[src/rtl/reset_seq_pkg.sv]
// Shared types and defaults for the reset sequencer and its synchronizer.
package reset_seq_pkg;

  typedef enum logic [1:0] {
    HOLD   = 2'd0,
    WAIT   = 2'd1,
    DONE   = 2'd2,
    SWHOLD = 2'd3
  } state_t;

  localparam int DEF_SYNC_STAGES = 2;
  localparam int DEF_HOLD_CYCLES = 8;
  localparam int DEF_NUM_OUTS    = 4;

  function automatic int cnt_width(input int hold_cycles);
    return $clog2(hold_cycles + 1);
  endfunction

endpackage

[src/rtl/reset_sync.sv]
// Reset deassertion synchronizer: asserts asynchronously, releases after
// SYNC_STAGES rising edges of clk.
module reset_sync #(
  parameter int SYNC_STAGES = 2
) (
  input  logic clk,
  input  logic reset,
  output logic rst_sync
);

  logic [SYNC_STAGES-1:0] chain;

  always_ff @(posedge clk or negedge reset) begin
    if (!reset) chain <= '0;
    else        chain <= {chain[SYNC_STAGES-2:0], 1'b1};
  end

  assign rst_sync = chain[SYNC_STAGES-1];

endmodule

[src/rtl/reset_sequencer.sv]
// Ordered reset release: NUM_OUTS active-low resets freed one at a time,
// HOLD_CYCLES apart, after power-on or a software reset request.
module reset_sequencer
  import reset_seq_pkg::*;
#(
  parameter int SYNC_STAGES = DEF_SYNC_STAGES,
  parameter int NUM_OUTS    = DEF_NUM_OUTS,
  parameter int HOLD_CYCLES = DEF_HOLD_CYCLES,
  parameter int CNT_W       = cnt_width(HOLD_CYCLES)
) (
  input  logic                clk,
  input  logic                reset,
  input  logic                sw_req,
  output logic [NUM_OUTS-1:0] rst_n_out,
  output logic [NUM_OUTS-1:0] rst_out,
  output logic                busy,
  output logic                done
);

  localparam int IDX_W = (NUM_OUTS > 1) ? $clog2(NUM_OUTS) : 1;
  localparam logic [CNT_W-1:0] CNT_LAST = CNT_W'(HOLD_CYCLES - 1);
  localparam logic [IDX_W-1:0] IDX_LAST = IDX_W'(NUM_OUTS - 1);

  state_t           state;
  logic [CNT_W-1:0] cnt;
  logic [IDX_W-1:0] idx;
  logic             rst_sync;

  reset_sync #(.SYNC_STAGES(SYNC_STAGES)) u_sync (
    .clk      (clk),
    .reset    (reset),
    .rst_sync (rst_sync)
  );

  always_ff @(posedge clk or negedge reset) begin
    if (!reset) begin
      state     <= HOLD;
      cnt       <= '0;
      idx       <= '0;
      rst_n_out <= '0;
    end else begin
      case (state)
        HOLD: begin
          if (rst_sync) begin
            state <= WAIT;
            cnt   <= '0;
            idx   <= '0;
          end
        end
        WAIT: begin
          if (cnt == CNT_LAST) begin
            // idx only ever walks upward, so bits release strictly in order
            rst_n_out[idx] <= 1'b1;
            cnt            <= '0;
            idx            <= idx + 1'b1;
            if (idx == IDX_LAST) state <= DONE;
          end else begin
            cnt <= cnt + 1'b1;
          end
        end
        DONE: begin
          if (sw_req) begin
            rst_n_out <= '0;
            cnt       <= '0;
            state     <= SWHOLD;
          end
        end
        SWHOLD: begin
          if (cnt == CNT_LAST) begin
            state <= WAIT;
            cnt   <= '0;
            idx   <= '0;
          end else begin
            cnt <= cnt + 1'b1;
          end
        end
        default: state <= HOLD;
      endcase
    end
  end

  assign rst_out = ~rst_n_out;
  assign busy    = ~&rst_n_out;
  assign done    = (state == DONE);

endmodule

[config.mk]
export PLATFORM = sky130hd
export DESIGN_NAME = reset_sequencer
export DESIGN_NICKNAME = d
export VERILOG_FILES = /design/src/rtl/reset_seq_pkg.sv /design/src/rtl/reset_sync.sv /design/src/rtl/reset_sequencer.sv
export SDC_FILE = /design/constraint.sdc
export NUM_CORES = 1
export LEC_CHECK = 0
export ABC_CLOCK_PERIOD_IN_PS = 2210
export CAP_MARGIN = 20
export CORE_MARGIN = 1
export CORE_UTILIZATION = 49
export DETAILED_ROUTE_END_ITERATION = 12
export GPL_TIMING_DRIVEN = 0
export PLACE_DENSITY = 0.75
export SYNTH_ARGS = -nofsm -noshare
export SYNTH_HDL_FRONTEND = slang
export SYNTH_SLANG_ARGS = --single-unit
[constraint.sdc]
create_clock -name clk -period 2.21 [get_ports clk]
set_input_delay 0.442 -clock clk [delete_from_list [all_inputs] [get_ports clk]]
set_output_delay 0.442 -clock clk [all_outputs]
set_load 0.005 [all_outputs]
==> flow_summary.yaml, run 1 <==
outcome:
  outcome: "finished with violations"
  failed_checks: "design-rule violations"
synthesis:
  synthFlopType: "dfrtp_1"
  syn_area_um2: 838
  synthTopCellsByArea: "dfrtp_1 (42%), ha_1 (15%), o21ai_0 (4.8%), inv_1 (4.5%), nand2_1 (4.5%)"
  async_flop_share: 1.00
  synth_top_area_frac: 0.418
  yosysWarnings: 0
  synth_cells: 87
  netlist_top_cells_count: "dfrtp_1 (14), ha_1 (10), inv_1 (10), nand2_1 (10), o21ai_0 (8)"
  avgSynthCellArea_um2: 9.64
  yosysMostFrequentCell: "dfrtp_1"
  synth_fp_nets: 100
  synth_top_cell_by_area: "dfrtp_1"
  synth_edf_count: 0
  synth-seq-area-share: 0.418
  ys_ff_latch: 14
  yosysUniqueCellTypes: 27
grt:
  gr-total-overflow: 0
  grt_max_degree: 15
  grt_use_total: 0.204
  antenna_found_initial: 0
  grt_pass1_wl_um: 2830
  grt_pass1_vias: 623
sta:
  grt_setup_unrepaired: "false"
  period_minus_slack_ns: 2.09
  fmax_ghz: 0.478
  fin_skew_ns: 0.000772
  hold_slack_ns: 0.368
  final-max-slew-violation-count: 0
  tightest_slew_ns: 0.642
  max_slew_margin: 0.570
  fin_tns_setup_ns: 0
  post-route-period-util: 0.946
  setup_violations: 0
  hold_viol_final: 0
critical_path:
  cp_slowest_cell: "clkdlybuf4s50_1"
  cp_cell_sequence: "inv_1, ha_1, clkdlybuf4s50_1"
  worstPathRequired_ns: 1.77
  path_max_fanout: 6
  setup.worst_path.end_class: "output port"
  max_stage_delay_ns: 0.54
  worstReg2RegEnd: "state[1]$_DFFE_PN0P_"
  crit_type: "reg -> out"
  r2r_slack_ns: 0.42
  startpoint_type: "flip-flop"
  r2r_cells: 5
  rr_startpoint: "state[1]$_DFFE_PN0P_"
  cp.arrival_ns: 1.65
cts:
  clk_latency_ns: 0.29
  root_buffer: "clkbuf_4"
  clkSinkCount: 14
  clk_path_buf_depth: 2
  tritoncts: "yes"
  postCtsResizedCells: 0
  clk_pin_slew_worst_paths_ns: 0.09
  post-cts-setup-buffer-count: 0
  ctsHoldBuffers: 0
  numCtsBuffers: 3
  htree_levels: 1
drt:
  routed_wl_um: 1630
  ant_nets: 0
  drt_pass1_iterations: 8
  drc: 2
  wl_per_cell_um: 13.7
  viasPerCell: 5.66
  drt-initial-drc-count: 16
  route.vias.total: 674
pwr:
  combPwrFrac: 0.538
  p_int_w: 0.000842
  p_switching_w: 0.000553
  power_frac_seq: 0.326
  power.total_w: 0.00139
  p_per_area_nw_per_um2: 1370
  ir_drop_mv: 0.698
  clkPwrFrac: 0.136
  leakagePower_nw: 0.537
  swShare: 0.396
die:
  start_util: 0.538
  die_x_um: 43.4
  fp.coreArea_um2: 1560
  die_y_um: 43.4
  io_pins: 13
  rows: 14
  dieArea_um2: 1880
final_layout:
  final_cells: 119
  final_layout_size_suffix_gt1_frac: 0.0874
  area_growth_pct: 21.0
  nFillCells: 124
  antennaDiodeCount: 0
  final_nets: 117
min_path:
  min_path_type: "reg -> reg"
  min_from: "u_sync.chain[0]$_DFF_PN0_"
  hold_depth: 0
  min_to: "u_sync.chain[1]$_DFF_PN0_"
place:
  place.detailed.hpwl_um: 1200
  finalWeightedCongestion: 0.757
  placedCellCount: 115
  io_buffers: 12
flow_run:
  maxCapViolCount: 0
-- layout by cell type, fill, tap and decap left out, types with 2 or more instances in the layout --
cell type,netlist,layout
nor3_1,2,2
clkdlybuf4s50_1,0,12
o21ai_0,8,8
ha_1,10,10
inv_1,10,10
o211ai_1,2,2
nand3_1,3,3
dfrtp_1,14,14
a21oi_1,7,7
nand2_1,10,10
nor2_1,2,2
clkbuf_4,0,3
a21o_1,3,3
-- metal layers --
| layer | global-route usage | vias up | routed length, um |
|---|---|---|---|
| met2 | 0.321 | 10 | 751 |
| met3 | 0.0292 | 6 | 53 |
| met4 | 0.0938 | 0 | 31 |
| li1 | - | 337 | - |
| met5 | 0 | - | 0 |
| met1 | 0.280 | 321 | 789 |
-- worst max-delay path, delay by kind of cell, from the launching register on --
family                   cells  cell delay, ns
adder cells (fa/ha/maj)      1            0.27
buffers and inverters        2            0.66
flip-flops                   1            0.43
-- per-stage QoR --
stage          setup WS (ns)  area (um^2)   util
6_report               0.120         1010  0.651
5_1_grt               0.0405         1010  0.651
4_1_cts                0.114         1010  0.651
3_5_place_dp           0.431          978  0.628
3_3_place_gp           0.445          978  0.628
2_1_floorplan          0.618          838      -
-- state kept, by name, indices dropped and copies added (netlist names) --
name	count
idx	2
state	2
rst_n_out	4
u_sync.chain	2
cnt	4
-- power groups by stage --
stage          Sequential [W]  Combinational (W)  Clock, W
3_5_place_dp         0.000459           0.000748         0
4_1_cts              0.000454           0.000751  0.000194
2_1_floorplan        0.000442           0.000448         0
5_1_grt              0.000474           0.000844  0.000202
3_3_place_gp         0.000453           0.000731         0
6_report             0.000455           0.000750  0.000190
-- cell type report --
type                       count  area [um^2]  area share
timing repair buffer          12          120       0.118
tap                           16         20.0      0.0197
clock buffer                   4         36.3      0.0358
multi-input combinational     63          450       0.444
sequential                    14          350       0.345
inverter                      10         37.5      0.0370
-- worst max path at each step --
| stage | startpoint | end | slack [ns] | depth (start not counted) |
|---|---|---|---|---|
| 4_1_cts | state[0]$_DFFE_PN0P_ | done | 0.11 | 3 |
| 3_3_place_gp | state[1]$_DFFE_PN0P_ | state[1]$_DFFE_PN0P_ | 0.44 | 5 |
| 2_1_floorplan | state[1]$_DFFE_PN0P_ | state[1]$_DFFE_PN0P_ | 0.62 | 5 |
| 5_1_grt | state[0]$_DFFE_PN0P_ | done | 0.04 | 3 |
| 3_5_place_dp | state[1]$_DFFE_PN0P_ | state[1]$_DFFE_PN0P_ | 0.43 | 5 |
| 6_report | state[0]$_DFFE_PN0P_ | done | 0.12 | 3 |
-- kinds of logic (layout without fill, tap and decap cells) --
logic type,count (synthesis),in the layout,synth area share
compound gates,25,25,0.190
other cells,1,1,0.00447
buf+inv,10,26,0.0448
simple gates,25,25,0.169
fa+ha+maj,10,10,0.149
mux,2,2,0.0254
flops,14,14,0.418
Power figures use the tool's default switching activity.
==> run 2: changes to the inputs <==
--- a/config.mk
+++ b/config.mk
@@ -6,12 +6,11 @@
 export NUM_CORES = 1
 export LEC_CHECK = 0
 export ABC_CLOCK_PERIOD_IN_PS = 2210
-export CAP_MARGIN = 20
 export CORE_MARGIN = 1
-export CORE_UTILIZATION = 49
+export CORE_UTILIZATION = 51
 export DETAILED_ROUTE_END_ITERATION = 12
 export GPL_TIMING_DRIVEN = 0
-export PLACE_DENSITY = 0.75
+export PLACE_DENSITY = 0.77
 export SYNTH_ARGS = -nofsm -noshare
 export SYNTH_HDL_FRONTEND = slang
 export SYNTH_SLANG_ARGS = --single-unit
==> run 2 against run 1 <==
Compared with the run above:
- the flow now finishes without violations
- count of clock-buffer cells in the layout is 1 lower
- global-route usage shrank 1.0 points
- critical path depth unchanged
- core utilization up 0.59 points
- clock skew rose by 0.0042 ns
- critical endpoint unchanged
- largest power group unchanged
==> flow_summary.yaml, run 2 (same netlist as run 1, synthesis figures left out) <==
sta:
  hold_slack_ns: 0.372
  worst_slack_ns: 0.156
  tightest_slew_ns: 0.625
  setup_violations: 0
  grt_setup_unrepaired: "false"
  fin_skew_ns: 0.00493
  final-max-slew-violation-count: 0
  post-route-period-util: 0.930
  fin_tns_setup_ns: 0
  hold_viol_final: 0
  period_minus_slack_ns: 2.05
  fmax_ghz: 0.487
  max_slew_margin: 0.582
pwr:
  p_per_area_nw_per_um2: 1340
  ir_drop_mv: 0.799
  leakagePower_nw: 0.530
place:
  placed_area_um2: 978
  place.detailed.hpwl_um: 1190
  io_buffers: 12
  placedCellCount: 115
  finalWeightedCongestion: 0.800
  pre_cts_ws_ns: 0.409
grt:
  gr-total-overflow: 0
  grt_pass1_vias: 628
  grt_use_total: 0.194
  grt_max_degree: 15
  grt_pass1_wl_um: 2660
  antenna_found_initial: 0
die:
  fp.coreArea_um2: 1520
  die_y_um: 42.5
  rows: 14
  io_pins: 13
  die_x_um: 42.5
  dieArea_um2: 1810
  start_util: 0.550
final_layout:
  final_cell_area_um2: 1000
  area_growth_pct: 19.4
  final_cells: 118
  top_regs: "cnt x4, rst_n_out x4"
  multi_input_area_um2: 450
  final_layout_size_suffix_gt1_frac: 0.0784
  final_common_cell: "dfrtp_1"
  mostFrequentLayoutCells: "dfrtp_1 (14), clkdlybuf4s50_1 (12), inv_1 (10), nand2_1 (10), ha_1 (10)"
  antennaDiodeCount: 0
  final_nets: 117
  nFillCells: 123
  regArea_um2: 350
critical_path:
  r2r_slack_ns: 0.42
  worstReg2RegEnd: "state[1]$_DFFE_PN0P_"
  rr_startpoint: "state[1]$_DFFE_PN0P_"
  crit_path_end: "done"
  cp.arrival_ns: 1.61
  worstSetupStartpoint: "state[0]$_DFFE_PN0P_"
  path_max_fanout: 6
  crit_type: "reg -> out"
  r2r_cells: 5
  startpoint_type: "flip-flop"
  setup.worst_path.end_class: "output port"
  worstPathRequired_ns: 1.77
min_path:
  min_path_type: "reg -> reg"
cts:
  htree_levels: 1
  post-cts-setup-buffer-count: 0
  ctsHoldBuffers: 0
  postCtsResizedCells: 0
  clk_path_buf_depth: 2
  root_buffer: "clkbuf_4"
  clkSinkCount: 14
  clk_latency_ns: 0.28
  numCtsBuffers: 3
  tritoncts: "yes"
  clk_pin_slew_worst_paths_ns: 0.08
drt:
  route.vias.total: 661
  viasPerCell: 5.60
  drc: 0
  routed_wl_um: 1510
  drt-initial-drc-count: 7
  wl_per_cell_um: 12.8
  ant_nets: 0
  drt_pass1_iterations: 4
outcome:
  outcome: "completed"
flow_run:
  maxCapViolCount: 0
[run 2: per-layer routing]
metal	share of wire	vias up	global-route usage	routed length [um]
met5	0	-	0	0
met4	0.014	0	0.0813	21
met3	0.025	2	0.0302	37
met2	0.49	11	0.332	734
met1	0.47	316	0.241	716
li1	-	332	-	-
[run 2: metrics by stage]
| stage | utilization | total power (W) |
|---|---|---|
| 2_1_floorplan | - | 0.000889 |
| 3_3_place_gp | 0.642 | 0.00118 |
| 3_5_place_dp | 0.642 | 0.00121 |
| 4_1_cts | 0.657 | 0.00135 |
| 5_1_grt | 0.657 | 0.00146 |
| 6_report | 0.657 | 0.00134 |
[run 2: layout make-up]
type | count | area share
Multi-Input combinational cell | 63 | 0.450
Timing Repair Buffer | 12 | 0.120
Inverter | 10 | 0.0375
Sequential cell | 14 | 0.350
Clock buffer | 3 | 0.0225
Tap cell | 16 | 0.0200
[run 2: critical path, cell delays in order (launching register included)]
cell	delay, ns
dfrtp_1	0.42
inv_1	0.11
ha_1	0.27
clkdlybuf4s50_1	0.54
[run 2: how the worst min path moves through the flow]
stage	startpoint	to	depth (start not counted)	slack [ns]
2_1_floorplan	reset	cnt[0]$_DFFE_PN0P_	0	0.15
3_3_place_gp	u_sync.chain[0]$_DFF_PN0_	u_sync.chain[1]$_DFF_PN0_	0	0.34
3_5_place_dp	u_sync.chain[0]$_DFF_PN0_	u_sync.chain[1]$_DFF_PN0_	0	0.35
4_1_cts	u_sync.chain[0]$_DFF_PN0_	u_sync.chain[1]$_DFF_PN0_	0	0.37
5_1_grt	u_sync.chain[0]$_DFF_PN0_	u_sync.chain[1]$_DFF_PN0_	0	0.38
6_report	u_sync.chain[0]$_DFF_PN0_	u_sync.chain[1]$_DFF_PN0_	0	0.37
[run 2: where the power goes]
part           total [W]  switching [W]  internal [W]
Clock           0.000142      0.0000785     0.0000632
Combinational   0.000745       0.000352      0.000393
Sequential      0.000453       0.000104      0.000349
